--- config.mk ---
export PLATFORM = sky130hd
export DESIGN_NAME = mem_port_arbiter
export DESIGN_NICKNAME = d
export VERILOG_FILES = /design/src/rtl/mem_arb_pkg.sv /design/src/rtl/arb_timeout_cnt.sv /design/src/rtl/mem_port_arbiter.sv
export SDC_FILE = /design/constraint.sdc
export NUM_CORES = 1
export LEC_CHECK = 0
export BUFFER_PORTS_ARGS = -buffer_cell sky130_fd_sc_hd__buf_4
export CORE_AREA = 10 10 96 182
export DETAILED_ROUTE_END_ITERATION = 8
export DIE_AREA = 0 0 106 192
export PLACE_DENSITY = 0.69
export SLEW_MARGIN = 25
export SYNTH_ARGS = -nofsm -noshare
export SYNTH_HDL_FRONTEND = slang
export SYNTH_SLANG_ARGS = --single-unit
--- constraint.sdc ---
create_clock -name clk -period 4.2 [get_ports clk]
set_input_delay 0.21 -clock clk [delete_from_list [all_inputs] [get_ports clk]]
set_output_delay 0.21 -clock clk [all_outputs]
set_load 0.05 [all_outputs]
--- src/rtl/mem_arb_pkg.sv ---
// Shared types and defaults for the instruction/data memory port arbiter.
// FSM state constants, grant owner encoding and parameter defaults.
package mem_arb_pkg;

  localparam int unsigned DEF_ADDR_W         = 32;
  localparam int unsigned DEF_DATA_W         = 32;
  localparam int unsigned DEF_MAX_DM_BURST   = 4;
  localparam int unsigned DEF_TIMEOUT_CYCLES = 255;

  typedef logic [1:0] arb_state_t;

  localparam arb_state_t ST_IDLE    = 2'd0;
  localparam arb_state_t ST_BUSY_IF = 2'd1;
  localparam arb_state_t ST_BUSY_DM = 2'd2;
  localparam arb_state_t ST_ERR     = 2'd3;

  typedef enum logic {
    OWN_IF = 1'b0,
    OWN_DM = 1'b1
  } arb_owner_t;

  function automatic arb_state_t busy_state(input arb_owner_t own);
    return (own == OWN_IF) ? ST_BUSY_IF : ST_BUSY_DM;
  endfunction

endpackage

--- src/rtl/arb_timeout_cnt.sv ---
// Busy-cycle watchdog for mem_port_arbiter; only instantiated with ARB_TIMEOUT_EN.
// expired is high in the busy cycle that completes TIMEOUT_CYCLES without an ack.
module arb_timeout_cnt
  import mem_arb_pkg::*;
#(
  parameter int unsigned TIMEOUT_CYCLES = DEF_TIMEOUT_CYCLES
) (
  input  logic clk,
  input  logic reset,
  input  logic start,
  input  logic busy,
  output logic expired
);

  localparam int unsigned CNT_W = $clog2(TIMEOUT_CYCLES + 1);

  logic [CNT_W-1:0] cnt;

  always_ff @(posedge clk or posedge reset) begin
    if (reset) begin
      cnt <= '0;
    end else if (start) begin
      cnt <= '0;
    end else if (busy && (cnt != CNT_W'(TIMEOUT_CYCLES))) begin
      cnt <= cnt + CNT_W'(1);
    end
  end

  assign expired = busy && (cnt == CNT_W'(TIMEOUT_CYCLES - 1));

endmodule

--- src/rtl/mem_port_arbiter.sv ---
// Arbitrates fetch and data-stage requests onto one shared memory port.
// Optional busy watchdog enabled by defining ARB_TIMEOUT_EN.
module mem_port_arbiter
  import mem_arb_pkg::*;
#(
  parameter int unsigned ADDR_W         = DEF_ADDR_W,
  parameter int unsigned DATA_W         = DEF_DATA_W,
  parameter int unsigned MAX_DM_BURST   = DEF_MAX_DM_BURST,
  parameter int unsigned TIMEOUT_CYCLES = DEF_TIMEOUT_CYCLES
) (
  input  logic              clk,
  input  logic              reset,
  input  logic              if_req,
  input  logic [ADDR_W-1:0] if_addr,
  input  logic              if_kill,
  output logic              if_done,
  output logic [DATA_W-1:0] if_rdata,
  output logic              if_stall,
  input  logic              dm_req,
  input  logic              dm_we,
  input  logic [ADDR_W-1:0] dm_addr,
  input  logic [DATA_W-1:0] dm_wdata,
  output logic              dm_done,
  output logic [DATA_W-1:0] dm_rdata,
  output logic              dm_stall,
  output logic              mem_req,
  output logic              mem_we,
  output logic [ADDR_W-1:0] mem_addr,
  output logic [DATA_W-1:0] mem_wdata,
  input  logic              mem_ack,
  input  logic [DATA_W-1:0] mem_rdata,
  output logic              arb_err
);

  localparam int unsigned BURST_W = $clog2(MAX_DM_BURST + 1);

  arb_state_t         state;
  arb_owner_t         grant_own;
  logic [BURST_W-1:0] burst_cnt;
  logic               if_killed;
  logic               dm_elig, if_elig, burst_limit;
  logic               grant_dm, grant_if, timeout;

  // A requester whose done is high this cycle is not regranted.
  assign dm_elig     = dm_req & ~dm_done;
  assign if_elig     = if_req & ~if_done & ~if_kill;
  assign burst_limit = burst_cnt >= BURST_W'(MAX_DM_BURST);

  assign if_stall = if_req & ~if_done;
  assign dm_stall = dm_req & ~dm_done;

  always_comb begin
    grant_dm  = 1'b0;
    grant_if  = 1'b0;
    grant_own = OWN_DM;
    if (state == ST_IDLE) begin
      if (dm_elig && !(if_elig && burst_limit)) begin
        grant_dm = 1'b1;
      end else if (if_elig) begin
        grant_if  = 1'b1;
        grant_own = OWN_IF;
      end
    end
  end

  always_ff @(posedge clk or posedge reset) begin
    if (reset) begin
      state     <= ST_IDLE;
      mem_req   <= 1'b0;
      mem_we    <= 1'b0;
      mem_addr  <= '0;
      mem_wdata <= '0;
      if_done   <= 1'b0;
      dm_done   <= 1'b0;
      if_rdata  <= '0;
      dm_rdata  <= '0;
      if_killed <= 1'b0;
    end else begin
      if_done <= 1'b0;
      dm_done <= 1'b0;
      case (state)
        ST_IDLE: begin
          if (grant_dm || grant_if) begin
            state     <= busy_state(grant_own);
            mem_req   <= 1'b1;
            mem_we    <= grant_dm & dm_we;
            mem_addr  <= grant_dm ? dm_addr : if_addr;
            if_killed <= 1'b0;
            if (grant_dm) mem_wdata <= dm_wdata;
          end
        end
        ST_BUSY_IF, ST_BUSY_DM: begin
          if (mem_ack) begin
            state   <= ST_IDLE;
            mem_req <= 1'b0;
            mem_we  <= 1'b0;
            if (state == ST_BUSY_IF) begin
              // A kill seen earlier in the access or on the ack cycle drops the fetch.
              if (!if_killed && !if_kill) begin
                if_done  <= 1'b1;
                if_rdata <= mem_rdata;
              end
            end else begin
              dm_done <= 1'b1;
              if (!mem_we) dm_rdata <= mem_rdata;
            end
          end else if (timeout) begin
            state   <= ST_ERR;
            mem_req <= 1'b0;
            mem_we  <= 1'b0;
          end else if ((state == ST_BUSY_IF) && if_kill) begin
            if_killed <= 1'b1;
          end
        end
        default: ;
      endcase
    end
  end

  // Consecutive data grants made while a fetch is waiting.
  always_ff @(posedge clk or posedge reset) begin
    if (reset) begin
      burst_cnt <= '0;
    end else if (state == ST_IDLE) begin
      if (!if_req || grant_if) begin
        burst_cnt <= '0;
      end else if (grant_dm && !burst_limit) begin
        burst_cnt <= burst_cnt + BURST_W'(1);
      end
    end
  end

`ifdef ARB_TIMEOUT_EN
  logic busy, expired;

  assign busy = (state == ST_BUSY_IF) || (state == ST_BUSY_DM);

  arb_timeout_cnt #(
    .TIMEOUT_CYCLES(TIMEOUT_CYCLES)
  ) u_timeout (
    .clk    (clk),
    .reset  (reset),
    .start  (grant_dm | grant_if),
    .busy   (busy),
    .expired(expired)
  );

  assign timeout = expired & ~mem_ack;

  always_ff @(posedge clk or posedge reset) begin
    if (reset) begin
      arb_err <= 1'b0;
    end else if (timeout) begin
      arb_err <= 1'b1;
    end
  end
`else
  logic unused_timeout;
  assign unused_timeout = (TIMEOUT_CYCLES != 0);
  assign timeout        = 1'b0;
  assign arb_err        = 1'b0;
`endif

endmodule

# Word level (Yosys, flattened, before mapping)
# Cells that the tools add are included.
# Widths: inputs -> output; s select.
[op_classes]
add_sub_neg = 1
n_mul = 0
div = 0
n_lt_le_gt_ge = 1
eq_ne = 6
shifts = 0
mux = 31
n_bitwise = 9
reduce_logical = 23
[op_table]
columns = ["op", "n"]
rows = [
  ["$mux 32", 1],
  ["$mux 1", 21],
  ["$reduce_and 4->1", 3],
  ["$mux 2", 3],
  ["$mux 3", 2],
  ["$ne 2x2->1 const B", 3],
  ["$pmux 1 s2", 3],
  ["$reduce_and 3->1", 2],
  ["$logic_and 1x1->1", 5],
  ["$logic_not 1->1", 5],
  ["$not 1->1", 5],
  ["$and 1x1->1", 4],
  ["$pmux 2 s2", 1],
  ["$reduce_and 2->1", 2],
  ["$reduce_bool 2->1", 2],
  ["$add 3x1->3 const B", 1],
  ["$ge 3x3->1 const B", 1],
  ["$eq 2x1->1 const B", 1],
  ["$eq 2x2->1 const B", 1],
  ["$logic_not 2->1", 1],
  ["$logic_or 1x1->1", 2],
  ["$ne 2x1->1 const B", 1],
  ["$reduce_or 2->1", 1],
]
[totals]
reg_bits = 138
latch_bits = 0
mem_bits_rw = 0
mem_bits_ro = 0
in_bits = 135
out_inout_bits = 135
word_cells = 82
memories = 0

# Logic depth before layout (Yosys ltp)
# Gate-level depths: netlist of run 1.
[depth]
ltp_word = 11
ltp_mapped = 9
ltp_nobuf = 6

# Worst setup path before layout of run 1
# OpenSTA, ideal clock, no wires.
[synth_path]
path_kind = "reg2reg"
from = "register dm_done"
to = "register if_killed"
setup_ns = 0.133
arrival_time_ns = 1.900
required_ns = 4.067
slack_ns = 2.167
stages_incl_launch_ff = 5
path_buffers = 0
synth_period_minus_slack_ns = 2.033
path_cell_list = "dfrtp_1 > nor2b_1 > a21oi_1 > o31ai_1 > o41ai_1"
[synth_between]
elab_chain_cells = 8
elab_cells_between_ends = 10
classes_between = "eq/ne (1); mux (4); bitwise (2); reduce/logical (3)"
[synth_rtl]
columns = ["item", "line_no", "text"]
rows = [
  ["from (decl)", "mem_port_arbiter.sv:23", "output logic dm_done,"],
  ["from (signal assigned)", "mem_port_arbiter.sv:74", "dm_done <= 1'b0;"],
  ["from (signal assigned)", "mem_port_arbiter.sv:80", "dm_done <= 1'b0;"],
  ["from (signal assigned)", "mem_port_arbiter.sv:104", "dm_done <= 1'b1;"],
  ["$not 1->1 (*)", "-", ""],
  ["$and 1x1->1 (*)", "-", ""],
  ["named net dm_stall", "mem_port_arbiter.sv:25", "output logic dm_stall,"],
  ["$logic_and 1x1->1 (*)", "mem_port_arbiter.sv:57", "if (dm_elig && !(if_elig && burst_limit)) begin"],
  ["$mux 1", "mem_port_arbiter.sv:57", ""],
  ["$mux 1", "mem_port_arbiter.sv:56", "if (state == ST_IDLE) begin"],
  ["$logic_or 1x1->1 (*)", "mem_port_arbiter.sv:83", "if (grant_dm || grant_if) begin"],
  ["$ne 2x1->1 (no source line) (*)", "-", ""],
  ["$reduce_and 4->1 (no source line) (*)", "-", ""],
  ["to (signal assigned)", "mem_port_arbiter.sv:77", "if_killed <= 1'b0;"],
  ["to (signal assigned)", "mem_port_arbiter.sv:88", "if_killed <= 1'b0;"],
  ["to (signal assigned)", "mem_port_arbiter.sv:112", "if_killed <= 1'b1;"],
  ["to (decl)", "mem_port_arbiter.sv:40", "logic if_killed;"],
]
# Mark *: on every way through the listed nets, which the timed path passes. The rest lies on a longest branch.
# A chain may end at the register's enable or synchronous reset.

# Worst setup path after layout of run 1
[layout_path]
from = "register state[0]"
to = "register if_rdata[15]"
[layout_between]
elab_chain_cells = 3
elab_cells_between_ends = 4
classes_between = "eq/ne (2); reduce/logical (2)"
[layout_rtl]
columns = ["item", "line_no", "text"]
rows = [
  ["from (decl)", "mem_port_arbiter.sv:37", "arb_state_t state;"],
  ["from (signal assigned)", "mem_port_arbiter.sv:84", "state <= busy_state(grant_own);"],
  ["$eq 2x1->1 / $eq 2x2->1 (equally long branches)", "mem_port_arbiter.sv:81, mem_port_arbiter.sv:97", ""],
  ["$reduce_or 2->1", "mem_port_arbiter.sv:81", "case (state)"],
  ["$reduce_and 4->1 (no source line) (*)", "-", ""],
  ["to (signal assigned)", "mem_port_arbiter.sv:101", "if_rdata <= mem_rdata;"],
  ["to (decl)", "mem_port_arbiter.sv:17", "output logic [DATA_W-1:0] if_rdata,"],
]
# Every way passes the cells marked *; elsewhere a longest branch is shown, timed or not.

==> flow_summary_export.csv, run 1 <==
group,metric,value,unit
cts,cts_max_level,4,
yosys,synthTopCellsByArea,"dfrtp_1 61%, mux2_2 17%, mux2i_1 5.6%",
cts,cts-root-buf,"clkbuf_16",
worst_hold_path,min_to,"mem_addr[9]$_DFFE_PP0P_",
critical_path,ff2ff_path_depth,6,
floorplanning,die_w,106,um
cts,numCtsBuffers,17,
yosys,ys_seq_area_frac,0.609,
cts,cts_hold_buf,24,
critical_path,arrival,2.68,ns
power,ir_drop,0.647,mV
yosys,netlist_area,5670,um2
detailed_routing,wirelength,18300,um
sta,setup_slack,1.81,ns
power,powerDensity,980,nW/um2
yosys,ys.flop_type,"dfrtp_1",
yosys,synth_top_cell_area_share,0.609,
critical_path,worstReg2RegStart,"state[0]$_DFFE_PP0P_",
floorplanning,start_util,0.393,
sta,rsz0062_at_grt,"false",
global_routing,grt-ovfl-total,0,
cts,cts_buffer_depth,2,
floorplanning,io-pin-count,270,
sta,timing.final.crit_share,0.568,
sta,skew,0.00576,ns
critical_path,r2r-end,"if_rdata[15]$_DFFE_PP0P_",
sta,setup_viol,0,
global_routing,grt_usage,0.178,
cts,clk_pin_slew_worst_paths,0.06,ns
worst_hold_path,holdCritStartpoint,"dm_addr[9]",
sta,fmax,419,MHz
cells_and_area,drive_gt1_frac,0.556,
power,p_total,8.46,mW
cts,cts_resized,0,
placed_design,port_buffers,268,
run_status,status,"finished clean",
cts,clock_latency,0.42,ns
critical_path,worst-setup-path-type,"reg2reg",
critical_path,cp-start-kind,"register",
sta,tns,0,ns
cts,clock_sinks,138,
yosys,ys_seq_elements,138,
detailed_routing,first_pass_iters,4,
cts,post_cts_buffers,0,
global_routing,grt_pass1_vias,4882,
job,cap_violations,0,
sta,maxSlewHeadroom,0.501,
power,power.leakage,4.14,nW
placed_design,post_dp_cell_area,7790,um2
sta,timing.hold.ws,0.0177,ns
floorplanning,fp.dieH,192,um
floorplanning,fp-row-count,62,
sta,slew_viol_final,0,
detailed_routing,wl_per_cell,20.2,um
global_routing,antenna_found_initial,0,
yosys,ys_warn_count,0,
cells_and_area,design_area,8640,um2
placed_design,dpl.hpwl,14000,um
yosys,synth.avg_cell_area,14.0,um2
placed_design,dp_slack,1.80,ns
detailed_routing,dr.first_iter.drc_count,127,
worst_hold_path,whs_path_depth,3,
detailed_routing,antenna_left,0,
cells_and_area,layout-area-overhead-vs-synth,52.2,%
critical_path,regToRegSetupSlack,1.81,ns
critical_path,cp_data_required_time,4.50,ns
yosys,synth.most_common_cell,"dfrtp_1",
yosys,syn_nets,545,
yosys,synthCells,405,
cts,cts_tree,"yes",
yosys,synth_edf_count,0,
sta,hold_viol_final,0,
cells_and_area,final_cell_count_no_fill,906,
detailed_routing,drc,0,
yosys,synthTopCellsByCount,"138 x dfrtp_1, 88 x mux2_2, 38 x nand2_1, 32 x mux2i_1, 29 x o21ai_1",
critical_path,end_kind,"register",
yosys,netlist-cell-type-count,32,
floorplanning,die_area,20400,um2
cells_and_area,post-route-util,0.599,
cells_and_area,antennaDiodeCount,0,
placed_design,gp_congestion,0.777,
critical_path,worstPathMaxFanout,25,
detailed_routing,routed_via_density,4.75,
sta,worst_pin_slew,0.749,ns
global_routing,grt_first_pass_wirelength,27700,um
floorplanning,coreArea,14400,um2
worst_hold_path,hp-class,"in2reg",
global_routing,grt_max_degree,112,
yosys,synthArstFlopShare,1.00,
sta,layout_min_cycle_time,2.39,ns
cells_and_area,nNetsFinal,841,
detailed_routing,num_vias,4300,
placed_design,dpl.cell_count,847,
yosys,yosysTopAreaCell,"dfrtp_1",
==> area by class of cell <==
type                            count  area, um2
Fill cell                        1207       5790
Sequential cell                   138       3450
Timing Repair Buffer              299       2320
Multi-Input combinational cell    233       1990
Clock buffer                       18        429
Tap cell                          192        240
Clock inverter                     14        149
Inverter                           12       52.6
==> routing by layer <==
| metal | GRT usage | part of all wire | vias up |
|---|---|---|---|
| li1 | - | - | 1994 |
| met1 | 0.156 | 0.32 | 2096 |
| met2 | 0.344 | 0.59 | 176 |
| met3 | 0.0601 | 0.054 | 34 |
| met4 | 0.0906 | 0.037 | 0 |
| met5 | 0 | 0 | - |
==> cell families (layout without fill, tap and decap cells) <==
family | Yosys count | after routing | share of synthesized area
AO/OA/AOI/OAI | 47 | 47 | 0.0474
multiplexers | 128 | 128 | 0.247
buffers and inverters | 34 | 343 | 0.0415
flip-flops | 138 | 138 | 0.609
AND/OR/NAND/NOR | 52 | 52 | 0.0439
adder cells (fa/ha/maj) | 5 | 5 | 0.0110
other | 1 | 1 | 0.000661
==> how the worst max path moves through the flow <==
stage	cells after the start	slack (ns)	endpoint	start
2_1_floorplan	1	0.29	burst_cnt[0]$_DFFE_PP0P_	reset
3_3_place_gp	6	1.79	if_killed$_DFFE_PP0P_	state[0]$_DFFE_PP0P_
3_5_place_dp	6	1.80	if_rdata[10]$_DFFE_PP0P_	state[0]$_DFFE_PP0P_
4_1_cts	6	1.77	if_rdata[12]$_DFFE_PP0P_	state[0]$_DFFE_PP0P_
5_1_grt	6	1.68	if_rdata[10]$_DFFE_PP0P_	state[0]$_DFFE_PP0P_
6_report	6	1.81	if_rdata[15]$_DFFE_PP0P_	state[0]$_DFFE_PP0P_
==> sequential cells by signal, summed over array words and instances (netlist names), 2 cells and up <==
signal and cells:
state 2, if_rdata 32, mem_addr 32, mem_wdata 32, dm_rdata 32, burst_cnt 3
==> power breakdown <==
group / internal, mW / switching, mW / total (mW)
Sequential: 1.98 / 0.360 / 2.34
Clock: 0.874 / 0.584 / 1.46
Combinational: 1.50 / 3.17 / 4.67
==> critical path: stages (launching register included) <==
cell     delay (ns)
dfrtp_1        0.36
inv_1          0.08
ha_1           0.36
nand2_2        0.13
nor3_4         0.50
buf_4          0.43
mux2_2         0.38
==> layout by cell type, fill, tap and decap left out, types with 2 or more instances in the layout <==
cell           instances
nand2_1               38
o22ai_1                2
mux2i_1               32
mux2_2                88
nand3_1                2
bufinv_16              2
o31ai_1                2
clkinv_2               2
nor2_1                 3
o21ai_0                8
inv_1                 11
mux2_1                 8
ha_1                   5
dlygate4sd3_1         27
clkinvlp_4             7
clkbuf_16             17
a21oi_1                2
nor3_4                 2
inv_6                  2
buf_4                271
dfrtp_1              138
o21ai_1               29
No activity file was read; power rests on OpenSTA's default activity.
==> run 2: changes to the inputs <==
PLACE_DENSITY = 0.72   (was 0.69)
clock period = 1.92 ns   (was 4.2 ns; I/O delays follow)
==> run 2 against run 1 <==
Maximum frequency grew 28%. Register-to-register slack worse by 1.8 ns. Critical path type unchanged. Combinational power grew 130%. Setup slack got worse by 1.8 ns.
==> flow_summary_export.csv, run 2 (same netlist as run 1, synthesis figures left out) <==
group,metric,value,unit
power,power.leakage,4.74,nW
critical_path,crit_chain,"inv_2 -> ha_4 -> nand2b_1 -> nor3_4 -> buf_6 -> clkbuf_16 -> mux2_2",
cts,cts-root-buf,"clkbuf_16",
critical_path,arrival,2.16,ns
power,pwr-share-comb,0.553,
placed_design,dpl.hpwl,13800,um
power,clock_power_share,0.177,
floorplanning,fp-row-count,62,
cts,clock_sinks,138,
sta,timing.hold.ws,0.162,ns
sta,fmax,535,MHz
global_routing,grt_pass1_vias,5767,
sta,slew_viol_final,0,
global_routing,antenna_found_initial,1,
cells_and_area,final_common_cell,"buf_4",
placed_design,post_dp_cell_area,7910,um2
global_routing,grt_max_degree,86,
critical_path,cp_data_required_time,2.22,ns
critical_path,cpMaxStageDelayCell,"dfrtp_1",
cells_and_area,final_cell_mix,"273 x buf_4, 138 x dfrtp_1, 132 x dlygate4sd3_1, 88 x mux2_2, 38 x nand2_1",
detailed_routing,met1_length,7140,um
worst_hold_path,hp-class,"in2reg",
detailed_routing,met3_length,1000,um
detailed_routing,dr.first_iter.drc_count,119,
cts,cts_buffer_depth,2,
global_routing,grt_first_pass_wirelength,32400,um
power,ir_drop,1.53,mV
sta,hold_viol_final,0,
floorplanning,start_util,0.393,
detailed_routing,wirelength,21700,um
job,cap_violations,0,
detailed_routing,dr_wl_met2,12400,um
power,switchingPower,9.29,mW
floorplanning,io-pin-count,270,
detailed_routing,drc,0,
power,switching_share,0.478,
cts,clk_pin_slew_worst_paths,0.06,ns
floorplanning,coreArea,14400,um2
cells_and_area,nNetsFinal,961,
power,intPower,10.1,mW
critical_path,end_kind,"register",
power,powerDensity,1940,nW/um2
critical_path,slowest_delay,0.39,ns
placed_design,port_buffers,268,
detailed_routing,first_pass_iters,4,
global_routing,grt_usage,0.206,
cts,cts_tree,"yes",
cells_and_area,drive_gt1_frac,0.499,
detailed_routing,antenna_left,0,
power,p_seq_frac,0.270,
global_routing,grt-ovfl-total,0,
cells_and_area,layout-area-overhead-vs-synth,76.5,%
cells_and_area,design_area,10000,um2
sta,layout_min_cycle_time,1.87,ns
sta,timing.final.crit_share,0.973,
detailed_routing,top_layer,"met4",
sta,tns,0,ns
cts,clock_latency,0.41,ns
placed_design,gp_congestion,0.819,
floorplanning,die_w,106,um
detailed_routing,num_vias,5000,
sta,setup_viol,0,
cts,numCtsBuffers,17,
detailed_routing,wl_per_cell,21.2,um
floorplanning,fp.dieH,192,um
run_status,status,"finished clean",
critical_path,worstPathMaxFanout,8,
critical_path,worst-setup-path-type,"reg2reg",
detailed_routing,routed_via_density,4.87,
cts,cts_max_level,4,
floorplanning,die_area,20400,um2
critical_path,cp-start-kind,"register",
sta,skew,0.00385,ns
[run 2: changes by cell type in the layout (fill, tap and decap cells not counted), sizes merged, moves of 2 or more]
cell,before,now
buf,272,284
clkinvlp,7,3
inv,14,11
clkbuf,18,23
dlygate4sd3,27,132
bufinv,2,4
clkinv,3,6
[run 2: worst max-delay path, delay by kind of cell, from the launching register on]
family	cells	cell delay, ns
adder cells (fa/ha/maj)	1	0.17
buffers and inverters	3	0.43
flip-flops	1	0.39
multiplexers	1	0.34
AND/OR/NAND/NOR	2	0.41
[run 2: what timing repair did]
| item | 4_1_cts | 5_1_grt |
|---|---|---|
| setup endpoints to repair | 0 | 89 |
| endpoints found under the hold margin | 269 | 0 |
| setup buffers | 0 | 4 |
| resized for setup | 0 | 12 |
| hold buffers | 132 | 0 |
[run 2: metrics by stage]
step | worst slack, ns | power (mW) | std cells | utilization
2_1_floorplan | 0.103 | 12.1 | 405 | -
3_3_place_gp | 0.122 | 15.3 | 855 | 0.548
3_5_place_dp | 0.0485 | 15.5 | 855 | 0.548
4_1_cts | 0.0418 | 19.2 | 1019 | 0.683
5_1_grt | -0.0212 | 20.2 | 1027 | 0.694
6_report | 0.0511 | 19.4 | 1027 | 0.694
[run 2: worst paths after layout]
check	to	slack, ns	cells past startpoint	startpoint
worst min-delay path	burst_cnt[2]$_DFFE_PP0P_	0.16	4	dm_req
max in group asynchronous	burst_cnt[0]$_DFFE_PP0P_	1.14	4	reset
worst max register to register	if_rdata[23]$_DFFE_PP0P_	0.05	7	state[1]$_DFFE_PP0P_
worst max-delay path	if_rdata[23]$_DFFE_PP0P_	0.05	7	state[1]$_DFFE_PP0P_
min in group asynchronous	mem_wdata[11]$_DFFE_PP0P_	0.35	4	reset
worst min register to register	dm_rdata[29]$_DFFE_PP0P_	0.50	1	dm_rdata[29]$_DFFE_PP0P_
[run 2: power groups by stage]
stage	Sequential (mW)	Combinational [mW]	Clock, mW
4_1_cts	5.15	10.6	3.49
5_1_grt	5.40	11.2	3.64
2_1_floorplan	9.82	2.29	0
3_3_place_gp	5.10	10.2	0
3_5_place_dp	5.18	10.4	0
6_report	5.24	10.7	3.43
[run 2: layer usage]
metal / GRT usage / vias to the layer above
met3: 0.0564 / 77
met5: 0 / -
met2: 0.377 / 231
li1: - / 2240
met1: 0.193 / 2452
met4: 0.138 / 0
[run 2: area by class of cell]
class                           count  area, um2
Timing Repair Buffer              419       3630
Fill cell                         946       4410
Clock buffer                       20        447
Tap cell                          192        240
Inverter                           12       48.8
Clock inverter                     12        173
Antenna cell                        1       2.50
Sequential cell                   138       3450
Multi-Input combinational cell    233       2020
